File: src/rtl/adder_pkg.sv
// Shared constants, FSM encoding and parameter check for the chunked adder.
// Pure definitions; no latency, no backpressure.
package adder_pkg;

    localparam logic [1:0] MODE_ADD = 2'b00;
    localparam logic [1:0] MODE_SUB = 2'b01;
    localparam logic [1:0] MODE_ACC = 2'b10;
    localparam logic [1:0] MODE_CLR = 2'b11;

    typedef enum logic [1:0] {
        ST_IDLE = 2'b00,
        ST_RUN  = 2'b01,
        ST_DONE = 2'b10
    } state_e;

    function automatic logic width_ok(input int w, input int c);
        return (c > 0) && ((w % c) == 0);
    endfunction

endpackage

File: src/rtl/chunk_adder.sv
// Combinational CHUNK-bit ripple adder exposing the carry into its top bit.
// Zero latency; no flow control.
module chunk_adder #(
    parameter int CHUNK = 4
) (
    input  logic [CHUNK-1:0] a,
    input  logic [CHUNK-1:0] b,
    input  logic             cin,
    output logic [CHUNK-1:0] s,
    output logic             cout,
    output logic             c_msb
);

    logic [CHUNK:0] c;

    always_comb begin
        c    = '0;
        s    = '0;
        c[0] = cin;
        for (int i = 0; i < CHUNK; i++) begin
            s[i]   = a[i] ^ b[i] ^ c[i];
            c[i+1] = (a[i] & b[i]) | (c[i] & (a[i] ^ b[i]));
        end
    end

    assign cout  = c[CHUNK];
    assign c_msb = c[CHUNK-1];

endmodule

File: src/rtl/seq_chunk_adder_sub.sv
// Multi-cycle add/sub/accumulate, one CHUNK slice per clock, LSB slice first.
// Result valid NCHUNK edges after accept; result and flags held while OUT_READY is low.
module seq_chunk_adder_sub
    import adder_pkg::*;
#(
    parameter int WIDTH = 16,
    parameter int CHUNK = 4
) (
    input  logic             CLK,
    input  logic             RST_N,
    input  logic             IN_VALID,
    output logic             IN_READY,
    input  logic [1:0]       MODE,
    input  logic             C0,
    input  logic [WIDTH-1:0] X,
    input  logic [WIDTH-1:0] Y,
    output logic             OUT_VALID,
    input  logic             OUT_READY,
    output logic [WIDTH-1:0] S,
    output logic             CN,
    output logic             OVF,
    output logic             ZERO
);

    localparam int NCHUNK = WIDTH / CHUNK;
    localparam int CNT_W  = (NCHUNK > 1) ? $clog2(NCHUNK) : 1;
    localparam int IDX_W  = (WIDTH > 1) ? $clog2(WIDTH) : 1;
    localparam logic [CNT_W-1:0] LAST = CNT_W'(NCHUNK - 1);

    if (!width_ok(WIDTH, CHUNK)) begin : g_bad_width
        $error("seq_chunk_adder_sub: WIDTH must be a multiple of CHUNK");
    end

    state_e           state_q, state_d;
    logic [CNT_W-1:0] cnt_q, cnt_d;
    logic [1:0]       mode_q, mode_d;
    logic [WIDTH-1:0] a_q, a_d, b_q, b_d;
    logic             carry_q, carry_d;
    logic [WIDTH-1:0] s_q, s_d, acc_q, acc_d;
    logic             cn_q, cn_d, ovf_q, ovf_d, zero_q, zero_d;

    logic [IDX_W-1:0] idx;
    logic [CHUNK-1:0] sum_sl;
    logic             sl_cout, sl_cmsb;

    assign idx = IDX_W'(32'(cnt_q) * CHUNK);

    chunk_adder #(.CHUNK(CHUNK)) u_chunk (
        .a     (a_q[idx +: CHUNK]),
        .b     (b_q[idx +: CHUNK]),
        .cin   (carry_q),
        .s     (sum_sl),
        .cout  (sl_cout),
        .c_msb (sl_cmsb)
    );

    always_comb begin
        state_d = state_q;
        cnt_d   = cnt_q;
        mode_d  = mode_q;
        a_d     = a_q;
        b_d     = b_q;
        carry_d = carry_q;
        s_d     = s_q;
        acc_d   = acc_q;
        cn_d    = cn_q;
        ovf_d   = ovf_q;
        zero_d  = zero_q;
        unique case (state_q)
            ST_IDLE: begin
                if (IN_VALID) begin
                    mode_d  = MODE;
                    cnt_d   = '0;
                    state_d = ST_RUN;
                    unique case (MODE)
                        MODE_ADD: begin a_d = X;     b_d = Y;     carry_d = C0;   end
                        MODE_SUB: begin a_d = X;     b_d = ~Y;    carry_d = 1'b1; end
                        MODE_ACC: begin a_d = acc_q; b_d = X;     carry_d = C0;   end
                        default:  begin a_d = '0;    b_d = '0;    carry_d = 1'b0; end
                    endcase
                end
            end
            ST_RUN: begin
                s_d[idx +: CHUNK] = sum_sl;
                carry_d           = sl_cout;
                if (cnt_q == LAST) begin
                    cn_d    = sl_cout;
                    ovf_d   = sl_cout ^ sl_cmsb;
                    zero_d  = (s_d == '0);
                    state_d = ST_DONE;
                    if (mode_q == MODE_ACC) acc_d = s_d;
                    if (mode_q == MODE_CLR) acc_d = '0;
                end else begin
                    cnt_d = cnt_q + 1'b1;
                end
            end
            ST_DONE: begin
                if (OUT_READY) state_d = ST_IDLE;
            end
            default: state_d = ST_IDLE;
        endcase
    end

    always_ff @(posedge CLK) begin
        if (!RST_N) begin
            state_q <= ST_IDLE;
            cnt_q   <= '0;
            mode_q  <= MODE_ADD;
            a_q     <= '0;
            b_q     <= '0;
            carry_q <= 1'b0;
            s_q     <= '0;
            acc_q   <= '0;
            cn_q    <= 1'b0;
            ovf_q   <= 1'b0;
            zero_q  <= 1'b0;
        end else begin
            state_q <= state_d;
            cnt_q   <= cnt_d;
            mode_q  <= mode_d;
            a_q     <= a_d;
            b_q     <= b_d;
            carry_q <= carry_d;
            s_q     <= s_d;
            acc_q   <= acc_d;
            cn_q    <= cn_d;
            ovf_q   <= ovf_d;
            zero_q  <= zero_d;
        end
    end

    assign IN_READY  = (state_q == ST_IDLE);
    assign OUT_VALID = (state_q == ST_DONE);
    assign S         = s_q;
    assign CN        = cn_q;
    assign OVF       = ovf_q;
    assign ZERO      = zero_q;

endmodule

File: config.mk
export PLATFORM = sky130hd
export DESIGN_NAME = seq_chunk_adder_sub
export DESIGN_NICKNAME = d
export VERILOG_FILES = /design/src/rtl/adder_pkg.sv /design/src/rtl/chunk_adder.sv /design/src/rtl/seq_chunk_adder_sub.sv
export SDC_FILE = /design/constraint.sdc
export NUM_CORES = 1
export LEC_CHECK = 0
export ABC_AREA = 0
export BUFFER_PORTS_ARGS = -buffer_cell sky130_fd_sc_hd__buf_2
export CAP_MARGIN = 20
export CORE_ASPECT_RATIO = 0.9
export CORE_MARGIN = 1.5
export CORE_UTILIZATION = 30
export CTS_CLUSTER_DIAMETER = 40
export DETAILED_ROUTE_END_ITERATION = 6
export SYNTH_ARGS = -nofsm -noshare
export SYNTH_HDL_FRONTEND = slang
export SYNTH_SLANG_ARGS = --single-unit
export TNS_END_PERCENT = 100
File: constraint.sdc
create_clock -name CLK -period 8 [get_ports CLK]
set_input_delay 1.2 -clock CLK [delete_from_list [all_inputs] [get_ports CLK]]
set_output_delay 1.2 -clock CLK [all_outputs]
set_load 0.01 [all_outputs]
==> flow_metrics.py <==
metrics = {
    "global_routing": {
        "grt_usage": 0.148,
        "overflow": 0,
        "grt_pass1_vias": 3194,
        "grt.met2_usage": 0.249,
        "grt_use_met1": 0.190,
        "busiest_layer": "met2",
        "antenna_found_initial": 0,
        "grt_max_degree": 76,
        "grt_pass1_wl_um": 16100,
        "met3_usage": 0.0170,
    },
    "floorplanning": {
        "floorplan.initialDensity": 0.308,
        "die_y_um": 111,
        "dieArea_um2": 13700,
        "die-width_um": 123,
        "rows": 39,
        "ios": 60,
        "coreArea_um2": 12700,
    },
    "detailed_routing": {
        "drc": 0,
        "routed_wl_um": 10000,
        "first_pass_iters": 5,
        "drt_iter0_drc": 149,
        "routed_via_density": 5.24,
        "num_vias": 3243,
        "ant_nets": 0,
        "wl_per_cell_um": 16.2,
    },
    "sta": {
        "skew_ps": 8.04,
        "slew_violations": 0,
        "layout_setup_ws_ps": 3970,
        "max_slew_margin": 0.354,
        "setup_tns_ps": 0,
        "finalHoldViolCount": 0,
        "worst_pin_slew_ps": 968,
        "period_share": 0.504,
        "fmax_mhz": 248,
        "rsz0062_at_grt": "false",
        "setup_viol": 0,
        "period_needed_ps": 4030,
    },
    "clock_network": {
        "cts_tree": "done",
        "clk_pin_slew_worst_paths_ps": 60,
        "cts-hold-fix-buffers": 0,
        "cts_buffers": 9,
        "cts_root_buffer": "clkbuf_16",
        "clock_sinks": 74,
        "cts.repair.resized": 0,
        "clock_latency_ps": 330,
        "clock_path_buffers": 2,
        "post_cts_buffers": 0,
        "h-tree-depth": 3,
    },
    "yosys": {
        "synth_top_family_by_area": "compound AO/OA/AOI/OAI gates",
        "syn_area_um2": 3910,
        "synthDistinctLibCells": 38,
        "synthFlopType": "dfxtp_1",
        "syn_nets": 461,
        "async_reset_ff_frac": 0,
        "synth_xor_area_frac": 0.00224,
        "synthesis.instances": 412,
        "yosysSeqAreaShare": 0.379,
        "synth_edf_count": 0,
        "muxShareOfSynthArea": 0.0922,
        "synthSimpleGateAreaFrac": 0.214,
        "synthAdderAreaFrac": 0.0397,
        "synth-compound-area-share": 0.222,
        "ys_warn_count": 0,
        "synth.avg_cell_area_um2": 9.49,
        "synth-seq-cells": 74,
    },
    "hold_path": {
        "hold_class": "reg2reg",
        "worstHoldPathCells": 1,
        "min_to": "OVF",
        "min-delay-start": "OVF",
    },
    "pwr": {
        "clkPwrFrac": 0.454,
        "p_int_mw": 0.775,
        "powerDensity_nw_per_um2": 224,
        "p_leak_nw": 2.27,
        "p_comb_frac": 0.154,
        "peakVddDrop_v": 0.0000960,
        "p_sw_mw": 0.268,
        "p_seq_frac": 0.392,
        "switching_share": 0.257,
    },
    "worst_setup_path": {
        "critical_path_arrival_ps": 4300,
        "startpoint_type": "flip-flop",
        "rr_startpoint": "cnt_q[0]",
        "worstPathMaxFanout": 17,
        "cp-end-kind": "flip-flop",
        "cp_data_required_time_ps": 8270,
        "r2r-end": "ZERO",
        "critPathKind": "reg2reg",
        "reg2regPathDepth": 13,
        "rrSetupSlack_ps": 3970,
    },
    "cells_and_area": {
        "num_antenna_cells": 0,
        "nFillCells": 1289,
        "drive_gt1_frac": 0.207,
        "fin_area_um2": 4660,
        "layout_common_cells": "dfxtp_1, buf_2, o211a_1, nand2_1, nor2b_1",
        "final_nets": 499,
        "final_common_cell": "dfxtp_1",
        "syn2layout_area_growth_pct": 19.1,
    },
    "outcome": {
        "status": "finished clean",
    },
    "run": {
        "cap_violations": 0,
    },
    "place": {
        "place_area_um2": 4290,
        "pre_cts_ws_ps": 3920,
        "hpwl_um": 6990,
        "routabilityCongestion": 0.798,
        "io_buffers": 59,
    },
}
-- synth_stat cells (4+ instances only) --
cell type	instances	share of area
nand3_1	18	0.023
nor2b_1	25	0.040
nand2b_1	19	0.030
inv_1	14	0.013
dfxtp_1	74	0.38
o211a_1	48	0.12
nand3b_1	16	0.031
mux4_2	8	0.046
o221ai_1	16	0.036
nand2_1	34	0.033
mux2i_1	18	0.046
ha_1	6	0.019
fa_1	4	0.020
o21ai_1	13	0.017
clkbuf_1	25	0.024
buf_2	8	0.010
a22oi_1	4	0.0077
and2_1	14	0.022
nor3b_1	5	0.0096
a31oi_1	12	0.019
nor2_1	10	0.0096
-- sequential cells by signal, summed over array words and instances (netlist names), 2 cells and up --
name and count:
state_q 2, b_q 16, cnt_q 2, mode_q 2
S 16, acc_q 16, a_q 16
-- power groups by stage --
stage / clock network (mW) / logic [mW] / registers, mW
2_1_floorplan: 0 / 0.111 / 0.413
3_3_place_gp: 0 / 0.157 / 0.417
3_5_place_dp: 0 / 0.160 / 0.418
4_1_cts: 0.478 / 0.161 / 0.410
5_1_grt: 0.490 / 0.177 / 0.413
6_report: 0.473 / 0.161 / 0.409
-- logic make-up (layout without fill, tap and decap cells) --
kind of cell               count (synthesis)  count (layout)
AOI/OAI and AO/OA                        102             102
xor gates and xnor gates                   1               1
adders and majority gates                 10              10
buffers and inverters                     50              93
DFF                                       74              74
muxes                                     26              26
and+or+nand+nor                          149             149
-- worst max-delay path, cell delays in order (launching register included) --
cell and delay, ps:
dfxtp_1 880, mux4_2 370, inv_1 50, fa_1 380
inv_1 80, fa_1 160, inv_1 50, fa_1 410
fa_1 520, inv_2 60, a31oi_1 270, nand4_1 110
or4_1 540, o22ai_2 90
-- how the worst max path moves through the flow --
stage                   from  depth (start not counted)  endpoint
finish              cnt_q[0]                         13      ZERO
global route        cnt_q[0]                         13      ZERO
CTS                 cnt_q[0]                         13      ZERO
detailed placement  cnt_q[0]                         13      ZERO
global placement    cnt_q[0]                         13      ZERO
floorplan           cnt_q[0]                         14      ZERO
-- final cells by class --
cell class | instances | area (um2) | share of cell area
timing repair buffer | 62 | 325 | 0.0699
inverter | 15 | 56.3 | 0.0121
clock buffer | 10 | 239 | 0.0513
multi-input combinational | 288 | 2230 | 0.480
tap | 164 | 205 | 0.0441
clock inverter | 6 | 114 | 0.0245
sequential | 74 | 1480 | 0.318
-- metrics by stage --
step,instances,hold slack [ps],utilization,power [mW]
after floorplan,412,467,-,0.525
after global placement,602,477,0.338,0.574
after detailed placement,602,484,0.338,0.577
after CTS,618,499,0.366,1.05
after global routing,619,515,0.367,1.08
final,619,497,0.367,1.04
-- layer usage --
| layer | up-vias | wire length, um | share of wire |
|---|---|---|---|
| met1 | 1583 | 4570 | 0.46 |
| met4 | 0 | 239 | 0.024 |
| li1 | 1577 | - | - |
| met2 | 66 | 4950 | 0.49 |
| met5 | - | 0 | 0 |
| met3 | 17 | 252 | 0.025 |
(Power assumes the default switching activity.)
